--- src/rtl/rgb_csk_pkg.sv ---
// Shared constants for the RGB colour-shift-keying link: channel levels,
// slicer thresholds, demodulator state encoding and index field layout.
package rgb_csk_pkg;

    localparam logic [7:0] LVL0 = 8'd0;
    localparam logic [7:0] LVL1 = 8'd85;
    localparam logic [7:0] LVL2 = 8'd160;
    localparam logic [7:0] LVL3 = 8'd255;

    // Midpoints between adjacent levels, rounded up
    localparam logic [7:0] T01_DEF = 8'd43;
    localparam logic [7:0] T12_DEF = 8'd123;
    localparam logic [7:0] T23_DEF = 8'd208;

    typedef enum logic {
        IDLE  = 1'b0,
        ACCUM = 1'b1
    } state_e;

    localparam int IDX_W = 6;
    localparam int R_LSB = 0;
    localparam int G_LSB = 2;
    localparam int B_LSB = 4;

    function automatic logic [IDX_W-1:0] pack_index(input logic [1:0] r,
                                                    input logic [1:0] g,
                                                    input logic [1:0] b);
        logic [IDX_W-1:0] idx;
        idx              = '0;
        idx[R_LSB +: 2]  = r;
        idx[G_LSB +: 2]  = g;
        idx[B_LSB +: 2]  = b;
        return idx;
    endfunction

endpackage

--- src/rtl/level_slicer.sv ---
// Maps one averaged 8-bit channel amplitude to the nearest 2-bit CSK level.
module level_slicer #(
    parameter logic [7:0] T01 = 8'd43,
    parameter logic [7:0] T12 = 8'd123,
    parameter logic [7:0] T23 = 8'd208
) (
    input  logic [7:0] avg_i,
    output logic [1:0] level_o
);

    always_comb begin
        level_o = 2'd0;
        if (avg_i >= T23) begin
            level_o = 2'd3;
        end else if (avg_i >= T12) begin
            level_o = 2'd2;
        end else if (avg_i >= T01) begin
            level_o = 2'd1;
        end
    end

endmodule

--- src/rtl/rgb_to_index.sv ---
// CSK demodulator: integrates SPS RGB samples per symbol, slices the averages
// to 2-bit levels and hands the 6-bit index downstream over valid/ready.
module rgb_to_index
    import rgb_csk_pkg::*;
#(
    parameter int         LOG2_SPS = 2,
    parameter logic [7:0] T01      = T01_DEF,
    parameter logic [7:0] T12      = T12_DEF,
    parameter logic [7:0] T23      = T23_DEF
) (
    input  logic       clk,
    input  logic       resetn,
    input  logic       enable,
    input  logic       sample_valid,
    input  logic       sym_start,
    input  logic [7:0] R_in,
    input  logic [7:0] G_in,
    input  logic [7:0] B_in,
    output logic [5:0] index_out,
    output logic       index_valid,
    input  logic       index_ready,
    output logic       overflow,
    input  logic       clear_ovf,
    output logic       state_out
);

    localparam int               ACC_W = 8 + LOG2_SPS;
    localparam int               CNT_W = LOG2_SPS + 1;
    localparam logic [CNT_W-1:0] SPS   = CNT_W'(1 << LOG2_SPS);

    state_e           state_q;
    logic [CNT_W-1:0] cnt_q, cnt_d;
    logic [ACC_W-1:0] acc_r_q, acc_g_q, acc_b_q;
    logic [ACC_W-1:0] acc_r_d, acc_g_d, acc_b_d;
    logic             dec_valid_q;
    logic [7:0]       dec_r_q, dec_g_q, dec_b_q;
    logic [5:0]       index_q;
    logic             index_valid_q;
    logic             overflow_q;

    logic             take;
    logic             sym_done;
    logic             load;
    logic             out_free;
    logic [1:0]       lvl_r, lvl_g, lvl_b;
    logic [5:0]       idx_new;

    // In IDLE only a sym_start sample is accepted; sym_start in ACCUM is a resync
    always_comb begin
        take     = enable & sample_valid & ((state_q == ACCUM) | sym_start);
        acc_r_d  = (sym_start ? '0 : acc_r_q) + ACC_W'(R_in);
        acc_g_d  = (sym_start ? '0 : acc_g_q) + ACC_W'(G_in);
        acc_b_d  = (sym_start ? '0 : acc_b_q) + ACC_W'(B_in);
        cnt_d    = sym_start ? CNT_W'(1) : cnt_q + CNT_W'(1);
        sym_done = take & (cnt_d == SPS);
        load     = dec_valid_q & enable;
        out_free = ~index_valid_q | index_ready;
    end

    level_slicer #(.T01(T01), .T12(T12), .T23(T23)) u_slice_r (
        .avg_i   (dec_r_q),
        .level_o (lvl_r)
    );

    level_slicer #(.T01(T01), .T12(T12), .T23(T23)) u_slice_g (
        .avg_i   (dec_g_q),
        .level_o (lvl_g)
    );

    level_slicer #(.T01(T01), .T12(T12), .T23(T23)) u_slice_b (
        .avg_i   (dec_b_q),
        .level_o (lvl_b)
    );

    assign idx_new = pack_index(lvl_r, lvl_g, lvl_b);

    always_ff @(posedge clk or negedge resetn) begin
        if (!resetn) begin
            state_q       <= IDLE;
            cnt_q         <= '0;
            acc_r_q       <= '0;
            acc_g_q       <= '0;
            acc_b_q       <= '0;
            dec_valid_q   <= 1'b0;
            dec_r_q       <= '0;
            dec_g_q       <= '0;
            dec_b_q       <= '0;
            index_q       <= '0;
            index_valid_q <= 1'b0;
            overflow_q    <= 1'b0;
        end else begin
            if (!enable) begin
                state_q     <= IDLE;
                cnt_q       <= '0;
                acc_r_q     <= '0;
                acc_g_q     <= '0;
                acc_b_q     <= '0;
                dec_valid_q <= 1'b0;
            end else begin
                dec_valid_q <= sym_done;
                if (take) begin
                    state_q <= ACCUM;
                    if (sym_done) begin
                        // Truncating average; symbol timing then free-runs
                        dec_r_q <= acc_r_d[LOG2_SPS +: 8];
                        dec_g_q <= acc_g_d[LOG2_SPS +: 8];
                        dec_b_q <= acc_b_d[LOG2_SPS +: 8];
                        acc_r_q <= '0;
                        acc_g_q <= '0;
                        acc_b_q <= '0;
                        cnt_q   <= '0;
                    end else begin
                        acc_r_q <= acc_r_d;
                        acc_g_q <= acc_g_d;
                        acc_b_q <= acc_b_d;
                        cnt_q   <= cnt_d;
                    end
                end
            end

            if (load && out_free) begin
                index_q       <= idx_new;
                index_valid_q <= 1'b1;
            end else if (index_valid_q && index_ready) begin
                index_valid_q <= 1'b0;
            end

            // A drop on the same edge as clear_ovf keeps the flag set
            if (load && !out_free) begin
                overflow_q <= 1'b1;
            end else if (clear_ovf) begin
                overflow_q <= 1'b0;
            end
        end
    end

    assign index_out   = index_q;
    assign index_valid = index_valid_q;
    assign overflow    = overflow_q;
    assign state_out   = (state_q == ACCUM);

endmodule

--- config.mk ---
export PLATFORM = sky130hd
export DESIGN_NAME = rgb_to_index
export DESIGN_NICKNAME = d
export VERILOG_FILES = /design/src/rtl/rgb_csk_pkg.sv /design/src/rtl/level_slicer.sv /design/src/rtl/rgb_to_index.sv
export SDC_FILE = /design/constraint.sdc
export NUM_CORES = 1
export LEC_CHECK = 0
export ABC_AREA = 1
export BUFFER_PORTS_ARGS = -buffer_cell sky130_fd_sc_hd__buf_4
export CAP_MARGIN = 20
export CORE_UTILIZATION = 30
export DETAILED_ROUTE_END_ITERATION = 16
export HOLD_SLACK_MARGIN = 0.02
export PLACE_DENSITY = 0.45
export RECOVER_POWER = 100
export SLEW_MARGIN = 30
export SYNTH_ARGS = -nofsm -noshare
export SYNTH_HDL_FRONTEND = slang
export SYNTH_SLANG_ARGS = --single-unit
export TNS_END_PERCENT = 30
--- constraint.sdc ---
create_clock -name clk -period 3.4 [get_ports clk]
set_input_delay 0.68 -clock clk [delete_from_list [all_inputs] [get_ports clk]]
set_output_delay 0.68 -clock clk [all_outputs]
set_load 0.005 [all_outputs]
# ---- Yosys cells after proc, flatten, opt, wreduce, memory -nomap -nowiden
# Cells that the tools add are included.
dict set report totals {
  ff_bits 67
  output_inout_bits 9
  elab_cells 73
}
dict set report op_classes {
  n_addsub 4
  n_lt_le_gt_ge 9
  n_eq_ne 2
  muxes 32
  bitwise 7
  reduce_logical 7
}
# op n
set op_table {}
lappend op_table {{2-to-1 mux 10 bit} 12}
lappend op_table {{adder 10 x 8 -> 10 bit} 3}
lappend op_table {{>= comparator 8 x 6 -> 1 bit, second input constant} 3}
lappend op_table {{>= comparator 8 x 7 -> 1 bit, second input constant} 3}
lappend op_table {{>= comparator 8 bit, second input constant} 3}
lappend op_table {{2-to-1 mux 2 bit} 6}
lappend op_table {{2-to-1 mux 3 bit} 4}
lappend op_table {{2-to-1 mux 1 bit} 10}
lappend op_table {{AND 1 bit} 4}
lappend op_table {{nonzero test 2 bit} 2}
lappend op_table {{adder 3 x 1 -> 3 bit, second input constant} 1}
lappend op_table {{== test 3 bit, second input constant} 1}
lappend op_table {{logical AND 1 bit} 3}
lappend op_table {{AND reduction 3 bit} 1}
lappend op_table {{!= test 2 x 1 -> 1 bit, second input constant} 1}
lappend op_table {{OR 1 bit} 2}
lappend op_table {{zero test 1 bit} 1}
lappend op_table {{inverter 1 bit} 1}

# ---- Logic depth before layout (Yosys ltp)
dict set report logic_depth {
  word_depth 7
  depth_mapped 13
}

# ---- By module
# A second synthesis with hierarchy kept.
dict set report hier_totals {
  hier_cells 579
  hier_area_um2 4245.3
}
# module instances cells_per_inst area_each_um2 seq_area_each_um2
set by_module_without_submodules {}
lappend by_module_without_submodules {rgb_to_index 1 531 4016.4 1676.6}
lappend by_module_without_submodules {level_slicer 3 16 76.3 0.0}

# ---- Worst setup path after synthesis
# OpenSTA, ideal clock, no wires.
dict set report synth_timing {
  path_kind {input -> register}
  from {input sym_start}
  to {register acc_g_q[8]}
  setup_time_ps 117
  t_arrival_ps 2406
  required_time_ps 3283
  slack_ps 877
  stages 12
  n_path_buf 2
  path_cell_list {buf_6 -> clkbuf_1 -> nor2_1 -> ha_1 -> inv_1 -> fa_1 -> o21ai_0 -> nand3_1 -> nand2_1 -> nand2_1 -> nand3_1 -> nand2_1}
}
dict set report synth_between {
  elab_chain_len 6
}
# element line
set synth_rtl {}
lappend synth_rtl {{start: declaration} rgb_to_index.sv:15} ;# input logic sym_start,
lappend synth_rtl {{branches (longest 6 deep; another with adder 10 x 8 -> 10 bit)} -}
lappend synth_rtl {{end signal: assignment} rgb_to_index.sv:114} ;# acc_g_q <= acc_g_d;
lappend synth_rtl {{end: declaration} rgb_to_index.sv:33} ;# logic [ACC_W-1:0] acc_r_q, acc_g_q, acc_b_q;
# Several ways; the timed one is not identified. The select of a mux whose other input is x is not followed.
# A chain may end at the register's enable or synchronous reset.

# ---- Final worst setup path
dict set report layout_timing {
  from {input sym_start}
  to {register acc_r_q[5]}
}
dict set report layout_between {
  elab_chain_len 6
}
# element line
set layout_rtl {}
lappend layout_rtl {{branches (longest 6 deep; another with adder 10 x 8 -> 10 bit)} -}
lappend layout_rtl {{end signal: assignment} rgb_to_index.sv:113} ;# acc_r_q <= acc_r_d;
lappend layout_rtl {{end: declaration} rgb_to_index.sv:33}
# Several ways; the timed one is not identified. The select of a mux whose other input is x is not followed.

==> impl_metrics.ini <==
[status]
status = finished, violations left
violations = max-capacitance violations, max-slew violations

[logic_synthesis]
syn_avg_cell_area_um2 = 7.45
ys_seq_area_share_pct = 39.9
syn_nets = 623
ys_seq_elements = 67
synth-edff-count = 0
synth_area_leader_cell = dfrtp_1
ys_warn_count = 0
synth_top_area_share_pct = 39.9
yosysUniqueCellTypes = 34
synth_common_cells = nand2_1 (184), inv_1 (85), dfrtp_1 (67)
yosysMostFrequentCell = nand2_1
synthTopCellsByArea = dfrtp_1 (40%), nand2_1 (16%), inv_1 (7.6%), ha_1 (7.4%), nand3_1 (7.4%)
async_flop_share_pct = 100
dominantRegCellSynth = dfrtp_1
synth_area_um2 = 4200
synthesis.instances = 564

[power_and_ir_drop]
internal_power_uw = 1480
vdd_drop_max_uv = 230
switching_share_pct = 27.1
share_comb_of_total_power_pct = 12.8
pwr-share-seq_pct = 41.0
power.switching_uw = 550
p_leak_uw = 0.00266
power_uw = 2030
power_density_nw_per_um2 = 416
clkPwrFrac_pct = 46.2

[floorplanning]
io_pins = 40
fp.dieH_um = 120
coreArea_um2 = 13500
rows = 42
die_area_um2 = 14500
floorplan.die.width_um = 120
initial_utilization_pct = 31.2

[routing]
wl_um = 10300
wire_per_inst_um = 13.1
num_vias = 3581
ant_nets = 0
drt-initial-drc-count = 146
drc = 0
drt-pass1-iter-count = 4
vias_per_cell = 4.57

[clocking]
htree_levels = 3
cts_tree = built
holdBufCountCts = 0
cts_buffers = 9
cts_resized = 0
clk_pin_slew_ns = 0.06
cts_sinks = 67
insertion_delay_ns = 0.34
max-clock-path-buffers = 2
cts_root_buf = clkbuf_16
post-cts-setup-buffers = 0

[sta]
worst_hold_slack_ns = 0.474
tightest_slew_ns = 1.77
final-hold-violation-count = 0
finalSetupViolations = 0
finalMaxSlewViolations = 68
min_period_ns = 2.65
finalClockSkew_ns = 0.00678
fmax_mhz = 377
finalWorstSetupSlack_ns = 0.748
rsz0062_at_grt = false
tns_ns = 0
maxSlewHeadroom_pct = -17.7
min_period_over_period_pct = 78.0

[final_layout]
final_cell_area_um2 = 4880
layout-drive-gt1-share_pct = 10.0
n_antenna_cell = 0
fin_nets = 662
n_fill_cell = 1465
synthToLayoutAreaGrowth_pct = 16.1

[placement]
gp_congestion = 0.819
dpl_cell_area_um2 = 4630
dp_hpwl_um = 6990
dp_slack_ns = 0.666
port_buffers = 39

[grt]
grt_pass1_wl_um = 17200
grt_max_degree = 68
gr-total-overflow = 0
antenna_found_initial = 0
first_global_vias = 3602
grt_usage_pct = 15.4

[worst_setup_path]
cp_data_arrival_time_ns = 2.90
worstPathRequired_ns = 3.65
cp-end-kind = register
crit_path_max_fanout = 26
worstSetupStartpointType = input port
path_class = input port to register

[hold_path]
min-delay-path-class = register to register

[job]
drv_cap = 1
## registers in the layout, summed over array words and instances, names as in the netlist
signal,count
dec_g_q,8
index_out,6
cnt_q,3
acc_r_q,10
index_valid,1
state_out,1
overflow,1
acc_b_q,10
dec_b_q,8
dec_r_q,8
acc_g_q,10
dec_valid_q,1
## worst max-delay path: stages
cell,delay [ns]
buf_4,0.32
o21ai_0,0.27
nor2_4,0.14
nand2_1,0.33
inv_1,0.82
nand3_1,0.18
o21ai_0,0.14
## metal layers
| layer | track usage [%] | part of all wire, % |
|---|---|---|
| met1 | 19.6 | 47 |
| met2 | 25.6 | 47 |
| met3 | 4.06 | 4.7 |
| met4 | 4.01 | 1.2 |
| met5 | 0 | 0 |
## power by group through the flow
stage                     clock network [µW]  logic (µW)  registers (µW)
after CTS                                966         272             833
after global routing                     999         299             835
after floorplan                            0         178             845
after detailed placement                   0         271             847
after global placement                     0         270             847
final                                    938         261             832
## metrics by stage
step | util (%) | instances
2_1_floorplan | - | 564
3_3_place_gp | 34.4 | 768
3_5_place_dp | 34.4 | 768
4_1_cts | 36.6 | 783
5_1_grt | 36.3 | 783
6_report | 36.3 | 783
## layout make-up
class / count / area, µm² / share of cell area (%)
Clock inverter: 6 / 67.6 / 1.38
Tap cell: 176 / 220 / 4.51
Multi-Input combinational cell: 395 / 2050 / 42.0
Clock buffer: 9 / 225 / 4.62
Inverter: 90 / 345 / 7.08
Sequential cell: 67 / 1680 / 34.4
Timing Repair Buffer: 40 / 294 / 6.03
## final timing paths
path | from | to | slack, ns | depth (start not counted)
max in group asynchronous | resetn | acc_g_q[7] | 1.54 | 1
max reg2reg | cnt_q[0] | acc_r_q[5] | 0.90 | 7
max | sym_start | acc_r_q[5] | 0.75 | 7
min reg2reg | dec_b_q[1] | dec_b_q[1] | 0.47 | 2
min | dec_b_q[1] | dec_b_q[1] | 0.47 | 2
min in group asynchronous | resetn | acc_r_q[0] | 0.82 | 1
## layout by cell type (no fill, tap or decap), types with 8 or more instances in the layout
cell         n
inv_1       87
nand3_1     62
nand2_1    185
buf_4       29
clkbuf_16    9
dfrtp_1     67
a21oi_1     11
nor2_1      39
clkbuf_4     9
o21ai_0     33
ha_1        25
o22ai_1      8
## kinds of logic (layout without fill, tap and decap cells)
kind of cell / after synthesis / in the layout / synth area share [%]
and+or+nand+nor: 294 / 294 / 29.5
adders and majority gates: 28 / 28 / 8.87
xor gates and xnor gates: 10 / 10 / 2.26
AOI/OAI and AO/OA: 63 / 63 / 8.99
buffers and inverters: 102 / 145 / 10.5
DFF: 67 / 67 / 39.9
Power figures use the tool's default switching activity.
